### src/rtl/sram_fifo_ctrl.sv
// rtl/sram_fifo_ctrl.sv - show-ahead FIFO controller around a 1R1W SRAM macro
// A 2-entry output buffer absorbs the macro's 1-cycle read latency.
module sram_fifo_ctrl #(
    parameter int DEPTH = 256,
    parameter int WIDTH = 96,
    parameter int AW    = $clog2(DEPTH)
) (
    input  logic             clk,
    input  logic             rstn,
    input  logic             clr,
    input  logic             wr_valid,
    output logic             wr_ready,
    input  logic [WIDTH-1:0] wr_data,
    output logic             rd_valid,
    input  logic             rd_ready,
    output logic [WIDTH-1:0] rd_data,
    output logic [AW+1:0]    count,
    output logic [AW-1:0]    ram_aa,
    output logic             ram_cena,
    input  logic [WIDTH-1:0] ram_qa,
    output logic [AW-1:0]    ram_ab,
    output logic [WIDTH-1:0] ram_db,
    output logic             ram_cenb
);

    localparam logic [AW:0] FULL_CNT = (AW+1)'(DEPTH);

    logic [AW-1:0]    wr_ptr_q, wr_ptr_d;
    logic [AW-1:0]    rd_ptr_q, rd_ptr_d;
    logic [AW:0]      mem_cnt_q, mem_cnt_d;
    logic             inflight_q, inflight_d;
    logic [1:0]       out_cnt_q, out_cnt_d;
    logic [WIDTH-1:0] buf0_q, buf0_d;
    logic [WIDTH-1:0] buf1_q, buf1_d;
    logic             wr_ready_q, wr_ready_d;

    logic             push, pop, issue;
    logic [2:0]       occ_after;
    logic [1:0]       cap_slot;

    // wr_ready is registered so it never follows rd_ready combinationally
    // and stays low while reset is held.
    assign wr_ready = wr_ready_q;
    assign rd_valid = (out_cnt_q != 2'd0);
    assign rd_data  = buf0_q;

    assign push      = wr_valid & wr_ready_q & ~clr;
    assign pop       = rd_valid & rd_ready;
    assign occ_after = {1'b0, out_cnt_q} + {2'b00, inflight_q} - {2'b00, pop};
    assign cap_slot  = out_cnt_q - {1'b0, pop};
    assign issue     = ~clr & (mem_cnt_q != '0) & (occ_after < 3'd2);

    assign ram_cenb = ~push;
    assign ram_ab   = wr_ptr_q;
    assign ram_db   = wr_data;
    assign ram_cena = ~issue;
    assign ram_aa   = rd_ptr_q;

    assign count = (AW+2)'(mem_cnt_q) + (AW+2)'(inflight_q) + (AW+2)'(out_cnt_q);

    always_comb begin
        wr_ptr_d   = wr_ptr_q + (push ? 1'b1 : 1'b0);
        rd_ptr_d   = rd_ptr_q + (issue ? 1'b1 : 1'b0);
        mem_cnt_d  = mem_cnt_q + (push ? 1'b1 : 1'b0) - (issue ? 1'b1 : 1'b0);
        inflight_d = issue;
        out_cnt_d  = occ_after[1:0];
        buf0_d     = buf0_q;
        buf1_d     = buf1_q;
        if (pop) begin
            buf0_d = buf1_q;
        end
        // Returning read data lands behind whatever survives this cycle's pop.
        if (inflight_q) begin
            if (cap_slot == 2'd0) begin
                buf0_d = ram_qa;
            end else begin
                buf1_d = ram_qa;
            end
        end
        if (clr) begin
            wr_ptr_d   = '0;
            rd_ptr_d   = '0;
            mem_cnt_d  = '0;
            inflight_d = 1'b0;
            out_cnt_d  = 2'd0;
        end
        wr_ready_d = (mem_cnt_d != FULL_CNT);
    end

    always_ff @(posedge clk or negedge rstn) begin
        if (!rstn) begin
            wr_ptr_q   <= '0;
            rd_ptr_q   <= '0;
            mem_cnt_q  <= '0;
            inflight_q <= 1'b0;
            out_cnt_q  <= 2'd0;
            buf0_q     <= '0;
            buf1_q     <= '0;
            wr_ready_q <= 1'b0;
        end else begin
            wr_ptr_q   <= wr_ptr_d;
            rd_ptr_q   <= rd_ptr_d;
            mem_cnt_q  <= mem_cnt_d;
            inflight_q <= inflight_d;
            out_cnt_q  <= out_cnt_d;
            buf0_q     <= buf0_d;
            buf1_q     <= buf1_d;
            wr_ready_q <= wr_ready_d;
        end
    end

endmodule

### config.mk
export PLATFORM = sky130hd
export DESIGN_NAME = sram_fifo_ctrl
export DESIGN_NICKNAME = d
export VERILOG_FILES = /design/src/rtl/sram_fifo_ctrl.sv
export SDC_FILE = /design/constraint.sdc
export NUM_CORES = 1
export LEC_CHECK = 0
export CAP_MARGIN = 30
export CORE_AREA = 2 2 164 166
export CTS_CLUSTER_DIAMETER = 150
export DETAILED_ROUTE_END_ITERATION = 10
export DIE_AREA = 0 0 166 168
export PLACE_DENSITY = 0.76
export RECOVER_POWER = 100
export SYNTH_ARGS = -nofsm -noshare
export SYNTH_HDL_FRONTEND = slang
export SYNTH_SLANG_ARGS = --single-unit
### constraint.sdc
create_clock -name clk -period 4.7 [get_ports clk]
set_clock_uncertainty 0.05 [all_clocks]
set_input_delay 0.705 -clock clk [delete_from_list [all_inputs] [get_ports clk]]
set_output_delay 0.705 -clock clk [all_outputs]
set_load 0.02 [all_outputs]
Word level (Yosys, flattened, before mapping)
Cells that the tools add are included.
{"block": "totals", "reg_bits": 221, "inputBits": 197, "out_inout_bits": 222, "elab_cells": 44}
{"block": "op_classes", "addsub": 9, "n_lt_le_gt_ge": 1, "n_eq_ne": 1, "n_mux": 12, "bitwise_logic": 9, "n_reduce_logical": 4}
{"op": "$mux 96", "count": 3}
{"op": "$add 8x1->8", "count": 2}
{"op": "$mux 8", "count": 2}
{"op": "$add 10x2->10", "count": 1}
{"op": "$add 9x1->10", "count": 1}
{"op": "$add 9x1->9", "count": 1}
{"op": "$mux 9", "count": 1}
{"op": "$ne 9x9->1 const B", "count": 1}
{"op": "$reduce_bool 9->1", "count": 1}
{"op": "$sub 9x1->9", "count": 1}
{"op": "$and 1x1->1", "count": 5}
{"op": "$mux 1", "count": 5}
{"op": "$not 1->1", "count": 4}
{"op": "$add 2x1->3", "count": 1}
{"op": "$lt 3x2->1 const B", "count": 1}
{"op": "$sub 3x1->3", "count": 1}
{"op": "$logic_not 2->1", "count": 1}
{"op": "$mux 2", "count": 1}
{"op": "$reduce_and 2->1", "count": 1}
{"op": "$reduce_bool 2->1", "count": 1}
{"op": "$sub 2x1->2", "count": 1}

Longest topological paths before layout
{"block": "logic_depth", "depth_word": 9, "ltp_mapped": 17, "depth_no_buf": 16}

Worst setup path after synthesis
Ideal clock, no wire load.
{"block": "synth_timing", "kind": "input -> register", "start": "input rd_ready", "end": "register wr_ready_q (netlist: wr_ready)", "setup_ns": 0.135, "arrival_time_ns": 3.895, "required_ns": 4.515, "slack_ns": 0.620, "stages": 17, "path_buffers": 1, "cell_sequence": "o21ai_1 -> buf_2 -> mux2i_4 -> ha_1 -> inv_1 -> fa_1 -> xor2_1 -> nor4b_1 -> ha_1 -> inv_1 -> ha_1 -> fa_1 -> a211o_1 -> nand3_1 -> mux2i_1 -> and4_1 -> nand4b_1"}
{"block": "synth_via", "elab_chain_cells": 8}
{"element": "start: declaration", "line": "15", "text": "input logic rd_ready,"}
{"element": "$and 1x1->1", "line": "48", "text": "assign pop = rd_valid & rd_ready;"}
{"element": "$sub 3x1->3", "line": "49", "text": "assign occ_after = {1'b0, out_cnt_q} + {2'b00, inflight_q} - {2'b00, pop};"}
{"element": "$lt 3x2->1", "line": "51", "text": "assign issue = ~clr & (mem_cnt_q != '0) & (occ_after < 3'd2);"}
{"element": "$and 1x1->1", "line": "51"}
{"element": "$mux 1", "line": "64", "text": "mem_cnt_d = mem_cnt_q + (push ? 1'b1 : 1'b0) - (issue ? 1'b1 : 1'b0);"}
{"element": "$sub 9x1->9", "line": "64"}
{"element": "$mux 9", "line": "80", "text": "if (clr) begin"}
{"element": "$ne 9x9->1", "line": "87", "text": "wr_ready_d = (mem_cnt_d != FULL_CNT);"}
{"element": "via wr_ready_d", "line": "35", "text": "logic wr_ready_q, wr_ready_d;"}
{"element": "end signal: assignment", "line": "108", "text": "wr_ready_q <= wr_ready_d;"}
{"element": "end: declaration", "line": "35"}
The timed path passes the listed nets, and every way through them passes these cells.
A chain may end at the register's enable or synchronous reset.

Worst setup path after layout
{"block": "layout_timing", "start": "input rd_ready", "end": "output ram_cena"}
{"block": "layout_via", "elab_chain_cells": 5}
{"element": "$and 1x1->1", "line": "48"}
{"element": "$sub 3x1->3", "line": "49"}
{"element": "$lt 3x2->1", "line": "51"}
{"element": "$and 1x1->1", "line": "51"}
{"element": "$not 1->1", "line": "56", "text": "assign ram_cena = ~issue;"}
{"element": "end: declaration", "line": "19", "text": "output logic ram_cena,"}
No other way between the ends.

==> impl_metrics.yaml <==
logic_synthesis:
  syn-num-nets: 1144
  synth_seq_area_share_pct: 51.9
  ys_warn_count: 0
  yosysTopAreaCell: "dfrtp_1"
  syn_avg_cell_area_um2: 11.6
  ys_ff_latch: 221
  syn_area_um2: 10700
  netlist_instances: 918
  yosysTopAreaCellShare_pct: 51.9
  synthDistinctLibCells: 40
  synth_area_leaders: "dfrtp_1 (52%), mux2_2 (10%), mux2i_1 (9.2%)"
die:
  die-area_um2: 27900
  std_cell_rows: 60
  die_w_um: 166
  num_io_pins: 419
  start_util_pct: 40.5
  coreArea_um2: 26400
  fp.dieH_um: 168
sta:
  finalCriticalPeriod_ps: 4380
  rsz0062_at_grt: "no"
  setup_viol: 0
  relSlewSlack_pct: -65.8
  slew_viol_final: 200
  fmax_ghz: 0.228
  period_share_pct: 93.2
  hold_viol: 0
  tightest_slew_ps: 2490
  setup_tns_ps: 0
route:
  num_vias: 7000
  first_pass_iters: 4
  drtAntennaViolNets: 0
  wire_per_inst_um: 16.0
  drcViolationCount: 0
  wl_um: 22400
  first_iter_violations: 448
  vias_per_cell: 5.00
place:
  dpl.hpwl_um: 15000
  dp.cells: 1358
  port_buffers: 226
  place.gp.congestion: 0.828
setup_path:
  crit_required_ps: 3940
  crit_fanout: 2
  worstSetupStartpoint: "rd_ready"
  crit_path_end_kind: "output pin"
  worstSetupPathType: "primary input to output pin"
  critPathLaunchType: "primary input"
  r2r-start: "out_cnt_q[0]$_DFF_PN0_"
  timing.critical_path.arrival_ps: 3620
min_path:
  hold_start: "buf1_q[91]$_DFFE_PN0P_"
  hp-class: "flop to flop"
cts:
  clk_pin_slew_ps: 50
  cts_root_buf: "clkbuf_16"
  cts_tree: "yes"
  cts_made_buffers: 25
  postCtsSetupBuffers: 0
  hold_buffers: 0
  clockBufferDepth: 3
  htree_levels: 1
  clock_sinks: 221
  cts_resized: 0
  insertion_delay_ps: 520
run:
  maxCapViolCount: 5
pwr:
  clkPwrFrac_pct: 18.8
  leakagePower_uw: 0.00623
  switchingPower_uw: 3700
  p_int_uw: 6250
  switching_share_pct: 37.2
  powerDensity_nw_per_um2: 752
  combPwrFrac_pct: 47.9
  vdd_drop_max_uv: 881
  p_seq_share_pct: 33.4
final_layout:
  fillers: 2315
  drive_gt1_share_pct: 13.9
  area_delta_synth_final_pct: 24.2
  nets: 1270
  fin_util_pct: 50.3
  fin_cells: 1401
status:
  violations: "capacitance limit, slew limit"
  outcome: "complete, but fails checks"
global_routing:
  grt_max_degree: 101
  antenna_found_initial: 1
  grt_overflow: 0
  grtUsageTotal_pct: 15.9
  grt_pass1_wl_um: 36700
  grt_pass1_vias: 7025
-- power by group through the flow --
stage          combinational, uW  sequential (uW)  clock (uW)
2_1_floorplan               2960             3800           0
3_3_place_gp                4860             3330           0
3_5_place_dp                4990             3380           0
4_1_cts                     5020             3350        1930
5_1_grt                     5220             3450        2000
6_report                    4760             3320        1870
-- path summary, 6_finish.rpt --
kind,end,slack (ps),cells past startpoint
max in group asynchronous,out_cnt_q[0]$_DFF_PN0_,1290,2
hold / removal,buf1_q[91]$_DFFE_PN0P_,450,1
hold reg to reg,buf1_q[91]$_DFFE_PN0P_,450,1
min in group asynchronous,rd_data[55]$_DFF_PN0_,900,1
setup / recovery,ram_cena,320,11
setup reg to reg,wr_ready$_DFF_PN0_,630,16
-- registers in the layout (all words and copies together), names as in the netlist --
register / count
mem_cnt_q: 9
wr_ready: 1
rd_data: 96
ram_aa: 8
inflight_q: 1
ram_ab: 8
buf1_q: 96
out_cnt_q: 2
-- synthesized netlist by cell type --
| master | number |
|---|---|
| a211o_1 | 1 |
| a211oi_1 | 1 |
| a21oi_1 | 98 |
| a31oi_1 | 2 |
| and3_1 | 4 |
| and4_1 | 1 |
| buf_1 | 1 |
| buf_2 | 22 |
| buf_4 | 100 |
| buf_6 | 10 |
| clkbuf_1 | 9 |
| dfrtp_1 | 221 |
| fa_1 | 4 |
| ha_1 | 25 |
| inv_1 | 21 |
| mux2_2 | 96 |
| mux2i_1 | 98 |
| mux2i_4 | 1 |
| nand2_1 | 5 |
| nand2b_1 | 3 |
| nand3_1 | 15 |
| nand3b_1 | 2 |
| nand4_1 | 2 |
| nand4b_1 | 2 |
| nor2_1 | 123 |
| nor2b_1 | 7 |
| nor3_1 | 3 |
| nor3b_1 | 3 |
| nor4b_1 | 3 |
| o2111ai_1 | 1 |
| o21ai_0 | 2 |
| o21ai_1 | 1 |
| o21ai_2 | 1 |
| o22a_1 | 1 |
| o31a_1 | 1 |
| or2_2 | 1 |
| or3_1 | 2 |
| or3b_2 | 2 |
| xnor2_1 | 11 |
| xor2_1 | 12 |
-- layout by cell type, fill, tap and decap left out, types with 6 or more instances in the layout --
cell             Yosys  final
xnor2_1             11     11
inv_1               21     21
mux2_2              96     96
clkbuf_16            0     25
ha_1                25     25
clkbuf_1             9     12
nand3_1             15     15
clkdlybuf4s50_1      0     97
xor2_1              12     12
dfrtp_1            221    221
nor2_1             123    123
clkbuf_8             0      6
dlygate4sd3_1        0    128
nor2b_1              7      7
a21oi_1             98     98
mux2i_1             98     98
-- kinds of logic after synthesis --
group                      after synthesis  share of synthesized area [%]
AOI/OAI and AO/OA                      109                           5.34
xor gates and xnor gates                23                           1.89
DFF                                    221                           51.9
muxes                                  195                           19.5
adders and majority gates               29                           3.68
buffers and inverters                  163                           10.2
and+or+nand+nor                        178                           7.47
-- critical path, stage by stage --
cell and delay, ps:
dlygate4sd3_1 590, clkbuf_1 150, mux2i_4 160, ha_1 160
inv_1 50, fa_1 370, xor2_1 160, nor4b_1 400
buf_4 200, inv_1 40, dlygate4sd3_1 640
-- per-layer routing --
metal	GRT usage, %	part of all wire [%]	up-vias	wire, um
li1	-	-	3288	-
met2	25.5	46	241	10300
met4	3.93	2.1	0	465
met1	21.3	45	3427	10100
met3	4.47	7.0	44	1560
met5	0	0	-	0
-- cell type report --
cell class | instances | area [um2] | area share, %
Sequential cell | 221 | 5530 | 41.7
Multi-Input combinational cell | 534 | 4050 | 30.6
Timing Repair Buffer | 241 | 2370 | 17.9
Clock buffer | 37 | 731 | 5.52
Tap cell | 341 | 427 | 3.22
Inverter | 21 | 78.8 | 0.595
Clock inverter | 5 | 56.3 | 0.425
Antenna cell | 1 | 2.50 | 0.0189
-- per-stage QoR --
stage / area, um2 / hold WS (ps) / setup slack (ps) / power [uW]
after floorplan: 10700 / 359 / 620 / 6760
after detailed placement: 12500 / 442 / 38.7 / 8380
after global routing: 13200 / 460 / 205 / 10700
after CTS: 13300 / 193 / 560 / 10300
final: 13200 / 452 / 321 / 9960
after global placement: 12500 / 436 / 95.5 / 8190
Power figures use the tool's default switching activity.
==> patch 1: new RTL, same flow settings <==
`WIDTH`: 96 -> 88.
--- a/src/rtl/sram_fifo_ctrl.sv
+++ b/src/rtl/sram_fifo_ctrl.sv
@@ -2,7 +2,7 @@
 // A 2-entry output buffer absorbs the macro's 1-cycle read latency.
 module sram_fifo_ctrl #(
     parameter int DEPTH = 256,
-    parameter int WIDTH = 96,
+    parameter int WIDTH = 88,
     parameter int AW    = $clog2(DEPTH)
 ) (
     input  logic             clk,
Ports: changed (resized ram_db, ram_qa, rd_data and wr_data); port bits go from 419 to 387. The function was not compared with the original's and may differ.
==> patch 1 against the unedited design <==
- the run still ends with capacitance limit, slew limit left
- design area down 6.3%
- worst setup slack better by 160 ps
- synthesized area down 7.3%
- non-clock buffer count down 15
- sequential share of layout area down 0.42 points
- routed wire length down 4.7%
- sequential cell count down 16
- first-iteration DRC count down 14%
- sequential power down 7.2%
- combinational power down 6.1%
- fmax up 3.9%
- power down 6.4%
- critical endpoint unchanged
- largest power group unchanged
==> patch 1: results (changes against the unedited design) <==
- Outcome: finished with violations (unchanged)
- Failing checks: capacitance limit, slew limit (unchanged)
- Nets@finish: 1190 (was 1270)
- Pre-antenna DRT Iters: 5 (was 4)
- Layout cell share with drive strength beyond 1: 13.9% (about the same)
- Largest net degree at the start of global routing: 109 (was 101)
- Crit path arrival time: 3460 ps (was 3620 ps)
- Post-CTS setup buffer count: 0 (unchanged)
- Clk pin slew, worst setup/hold paths: 60 ps
- Routed Wire Length: 21.4 mm (was 22.4 mm)
- Initial antenna violation count: 0 (was 1)
- Clk root buf: clkbuf_16 (unchanged)
- Slew headroom: -81.4% (was -65.8%)
- Crit-path leading delay family: buffers and inverters (unchanged)
- Die width: 166 um (unchanged)
- Leak: 5.83 nW (was 6.23 nW)
- Max incr delay on CP: 580 ps (was 640 ps)
- GPL Wtd Cong: 0.818 (was 0.828)
- Ant. Diodes: 0 (was 1)
- Sequential share of the synthesized area: 51.9% (about the same)
- Global-route wire length before repair: 34.5 mm (was 36.7 mm)
- Top cells by count, synth: 205 x dfrtp_1, 115 x nor2_1, 91 x buf_4 (was 221 x dfrtp_1, 123 x nor2_1, 100 x buf_4)
- Min-Delay Path Class: reg2reg (unchanged)
- CP max stage cell: dlygate4sd3_1 (unchanged)
- Syn Nets: 1068 (was 1144)
- Warnings from Yosys: 0 (unchanged)
- Initial DRC count: 387 (was 448)
- Clk_lat worst skew: 510 ps
- Dpl ws: 79.3 ps (was 38.7 ps)
- Port Buffers: 210 (was 226)
- Area post-placement: 11700 um^2 (was 12500 um^2)
- Vias in the first global route: 6630 (was 7025)
- Top FF cell, synth: dfrtp_1 (unchanged)
- Tot GR Track Use: 14.9% (was 15.9%)
- Worst Path Max Fanout: 2 (unchanged)
- Vias/cell: 4.89 (was 5.00)
- CTS Buffer Depth: 3 (unchanged)
- Final max-slew violation count: 256 (was 200)
- Htree depth: 1 (unchanged)
- TritonCTS Buffers: 24 (was 25)
- Synth cell types: 40 (unchanged)
- Synth area leaders: dfrtp_1 52%, mux2_2 10%, mux2i_1 9.1%, buf_4 6.9%, a21oi_1 4.6% (was dfrtp_1 52%, mux2_2 10%, mux2i_1 9.2%, buf_4 7.0%, a21oi_1 4.6%)
- Worst IR drop on VDD: 0.385 mV (was 0.881 mV)
- Max-Cap Viols: 4 (was 5)
- Post-synth ARST share: 100% (unchanged)
- Hpwl dp: 14.1 mm (was 15.0 mm)
## patch 1: what timing repair did
item                      in CTS  in global routing
hold endpoints to repair       0                  1
hold buffers                   0                  1
resized for setup              0                  0
## patch 1: where the power goes
part | leakage, nW | internal (mW) | switching [mW]
clock | 0.368 | 1.08 | 0.693
sequential | 2.42 | 2.64 | 0.436
combinational | 3.05 | 2.12 | 2.34
## patch 1: area by class of cell
type / count / area (um^2)
well taps: 341 / 427
inverters: 21 / 78.8
repair buffers: 226 / 2210
fillers: 2332 / 13900
clock inverters: 3 / 40.0
clock buffers: 37 / 711
flip-flops and latches: 205 / 5130
multi-input cells: 502 / 3810
## patch 1: per-stage QoR
stage | total power [mW] | instances | util, % | hold WS, ps
after detailed placement | 7.81 | 1293 | 44.4 | 442
after floorplan | 6.22 | 858 | - | 359
after global placement | 7.65 | 1293 | 44.4 | 435
after CTS | 9.65 | 1333 | 47.3 | 279
final | 9.32 | 1335 | 47.1 | 451
after global routing | 9.98 | 1335 | 47.1 | 450
## patch 1: final timing paths
path	to	cells after the start	start	slack [ps]
max in group asynchronous	buf1_q[34]$_DFFE_PN0P_	4	rstn	970
worst max register to register	wr_ready$_DFF_PN0_	16	out_cnt_q[0]$_DFF_PN0_	700
worst min register to register	buf1_q[26]$_DFFE_PN0P_	1	buf1_q[26]$_DFFE_PN0P_	450
min in group asynchronous	rd_data[79]$_DFF_PN0_	2	rstn	470
worst max-delay path	ram_cena	11	rd_ready	490
worst min-delay path	buf1_q[26]$_DFFE_PN0P_	1	buf1_q[26]$_DFFE_PN0P_	450
## patch 1: cell families after synthesis
logic type,count (synthesis),share of synthesized area (%)
multiplexers,179,19.4
XOR/XNOR,23,2.04
adder cells (fa/ha/maj),29,3.97
AND/OR/NAND/NOR,170,7.76
AO/OA/AOI/OAI,101,5.35
buffers and inverters,151,9.65
flip-flops,205,51.9
## patch 1: metal layers
metal	GRT usage (%)	vias up	wire length [um]	part of all wire, %
met5	0	-	0	0
met4	4.95	0	487	2.3
met3	4.58	42	1590	7.4
met2	25.0	232	10300	48
met1	18.5	3165	9030	42
li1	-	3083	-	-
## patch 1: worst reg2reg max path, delay by kind of cell, from the launching register on
kind                       cells  cell delay (ps)
AOI/OAI and AO/OA              1              310
and+or+nand+nor                4              800
DFF                            1              410
muxes                          2              500
adders and majority gates      5             1350
buffers and inverters          3              300
xor gates and xnor gates       1              170
==> patch 2: new RTL, same flow settings <==
Made on the original files. Put a register stage on the output `count`, with the module's reset. The value now appears one clock later. The other outputs are not delayed to match.
--- a/src/rtl/sram_fifo_ctrl.sv
+++ b/src/rtl/sram_fifo_ctrl.sv
@@ -56,7 +56,13 @@
     assign ram_cena = ~issue;
     assign ram_aa   = rd_ptr_q;
 
-    assign count = (AW+2)'(mem_cnt_q) + (AW+2)'(inflight_q) + (AW+2)'(out_cnt_q);
+    always_ff @(posedge clk or negedge rstn) begin
+        if (!rstn) begin
+            count <= '0;
+        end else begin
+            count <= (AW+2)'(mem_cnt_q) + (AW+2)'(inflight_q) + (AW+2)'(out_cnt_q);
+        end
+    end
 
     always_comb begin
         wr_ptr_d   = wr_ptr_q + (push ? 1'b1 : 1'b0);
Behaviour: not the same (a bounded check fails within 4 cycles, from zero or initial values and one cycle with rstn low).
==> patch 2 against the unedited design <==
- the run still ends with capacitance limit, slew limit left
- worst setup slack better by 26 ps
- highest routed layer unchanged
- largest power group unchanged
- routed wire length rose by 2.6%
- first-iteration DRC count grew 3.6%
- sequential cell count increased by 10
- sequential share of layout area increased by 0.97 points
- via count up 0.91%
- core utilization increased by 1.1 points
- design area grew 2.1%
- fmax rose by 0.60%
- synthesized area grew 2.3%
- combinational power hardly changed
- power rose by 1.8%
==> patch 2: results (changes against the unedited design) <==
- Hold_sp: buf1_q[17]$_DFFE_PN0P_ (was buf1_q[91]$_DFFE_PN0P_)
- Largest net degree at the start of global routing: 112 (was 101)
- Fin area: 13500 um^2 (was 13200 um^2)
- Synth Area in Adders: 3.60% (was 3.68%)
- Wl on met1: 9.79 mm (was 10.1 mm)
- Synth Area in Compound Gates: 5.25% (was 5.34%)
- Nets@finish: 1281 (was 1270)
- Critical R2R Launch: out_cnt_q[1]$_DFF_PN0_ (was out_cnt_q[0]$_DFF_PN0_)
- Syn Nets: 1155 (was 1144)
- Routed wl met2: 10.7 mm (was 10.3 mm)
- Global-route wire length before repair: 37.4 mm (was 36.7 mm)
- GPL Wtd Cong: 0.753 (was 0.828)
- Leak: 6.39 nW (was 6.23 nW)
- Tot GR Track Use: 16.2% (was 15.9%)
- Hpwl dp: 15.3 mm (was 15.0 mm)
- Worst Path Max Fanout: 3 (was 2)
- TritonCTS Buffers: 26 (was 25)
- Fillers: 2281 (was 2315)
- Initial DRC count: 464 (was 448)
- Slew headroom: -81.1% (was -65.8%)
- Xor/xnor share of the synthesized area: 1.85% (was 1.89%)
- Failing checks: capacitance limit, slew limit (unchanged)
- DR WL met3: 1.91 mm (was 1.56 mm)
- Avg WL per Cell: 16.3 um (was 16.0 um)
- Dpl ws: 55.6 ps (was 38.7 ps)
- FMAX: 230 MHz (was 228 MHz)
- Synth area leaders: dfrtp_1 53%, mux2_2 9.9%, mux2i_1 9.0%, buf_4 6.9%, a21oi_1 4.6% (was dfrtp_1 52%, mux2_2 10%, mux2i_1 9.2%, buf_4 7.0%, a21oi_1 4.6%)
- Post-CTS setup buffer count: 0 (unchanged)
- Max-Cap Viols: 4 (was 5)
- Setup crit end: ram_cena (unchanged)
- Crit path arrival time: 3600 ps (was 3620 ps)
- Outcome: finished with violations (unchanged)
- Reg2Reg Setup Slack: 720 ps (was 630 ps)
- Sequential share of the synthesized area: 53.0% (was 51.9%)
- Final max-slew violation count: 259 (was 200)
- Area post-placement: 12800 um^2 (was 12500 um^2)
- Initial antenna violation count: 0 (was 1)
- Worst IR drop on VDD: 0.379 mV (was 0.881 mV)
- Vias: 7064 (was 7000)
- Top cells by count, synth: 231 x dfrtp_1, 123 x nor2_1, 100 x a21oi_1, 100 x buf_4, 98 x mux2i_1 (was 221 x dfrtp_1, 123 x nor2_1, 100 x buf_4)
- Synth cell types: 39 (was 40)
- Layout cell share with drive strength beyond 1: 14.4% (was 13.9%)
- Ant. Diodes: 0 (was 1)
- Post-synthesis mux area share: 19.1% (was 19.5%)
-- patch 2: cell types whose count changed after synthesis, sizes merged, moves of 2 or more --
cell,before,now
a21oi,98,100
dfrtp,221,231
a31oi,2,0
nor3b,3,1
-- patch 2: kinds of logic after synthesis --
kind of cell               Yosys count
xor gates and xnor gates            23
DFF                                231
buffers and inverters              163
adders and majority gates           29
AOI/OAI and AO/OA                  110
and+or+nand+nor                    178
muxes                              195
-- patch 2: stage by stage --
stage,hold WS (ps),instances
2_1_floorplan,359,929
3_3_place_gp,436,1368
3_5_place_dp,442,1368
4_1_cts,236,1415
5_1_grt,462,1415
6_report,453,1415
-- patch 2: cell type report --
class                           count  area share [%]
Multi-Input combinational cell    535            29.9
Tap cell                          341            3.15
Sequential cell                   231            42.7
Clock inverter                      6           0.268
Timing Repair Buffer              240            17.4
Clock buffer                       41            5.97
Inverter                           21           0.583
-- patch 2: worst min path at each step --
stage | endpoint
after floorplan | buf1_q[0]$_DFFE_PN0P_
after global placement | buf1_q[78]$_DFFE_PN0P_
after detailed placement | buf1_q[16]$_DFFE_PN0P_
after CTS | rd_data[57]$_DFF_PN0_
after global routing | buf1_q[94]$_DFFE_PN0P_
final | buf1_q[17]$_DFFE_PN0P_
-- patch 2: layer usage --
metal,vias to the layer above,GRT usage [%]
met1,3445,20.9
li1,3321,-
met2,229,25.8
met3,69,5.24
met5,-,0
met4,0,5.33
-- patch 2: critical path, stage by stage --
cell             delay, ps
dlygate4sd3_1          620
o21ai_0                200
mux2i_4                190
ha_1                   160
inv_1                   40
fa_1                   370
xor2_1                 170
nor4b_1                380
buf_4                  190
inv_1                   40
clkdlybuf4s50_1        530
-- patch 2: power breakdown --
group,switching [mW],internal (mW)
Combinational,2.48,2.27
Clock,0.780,1.17
Sequential,0.463,2.97
Total,3.72,6.41
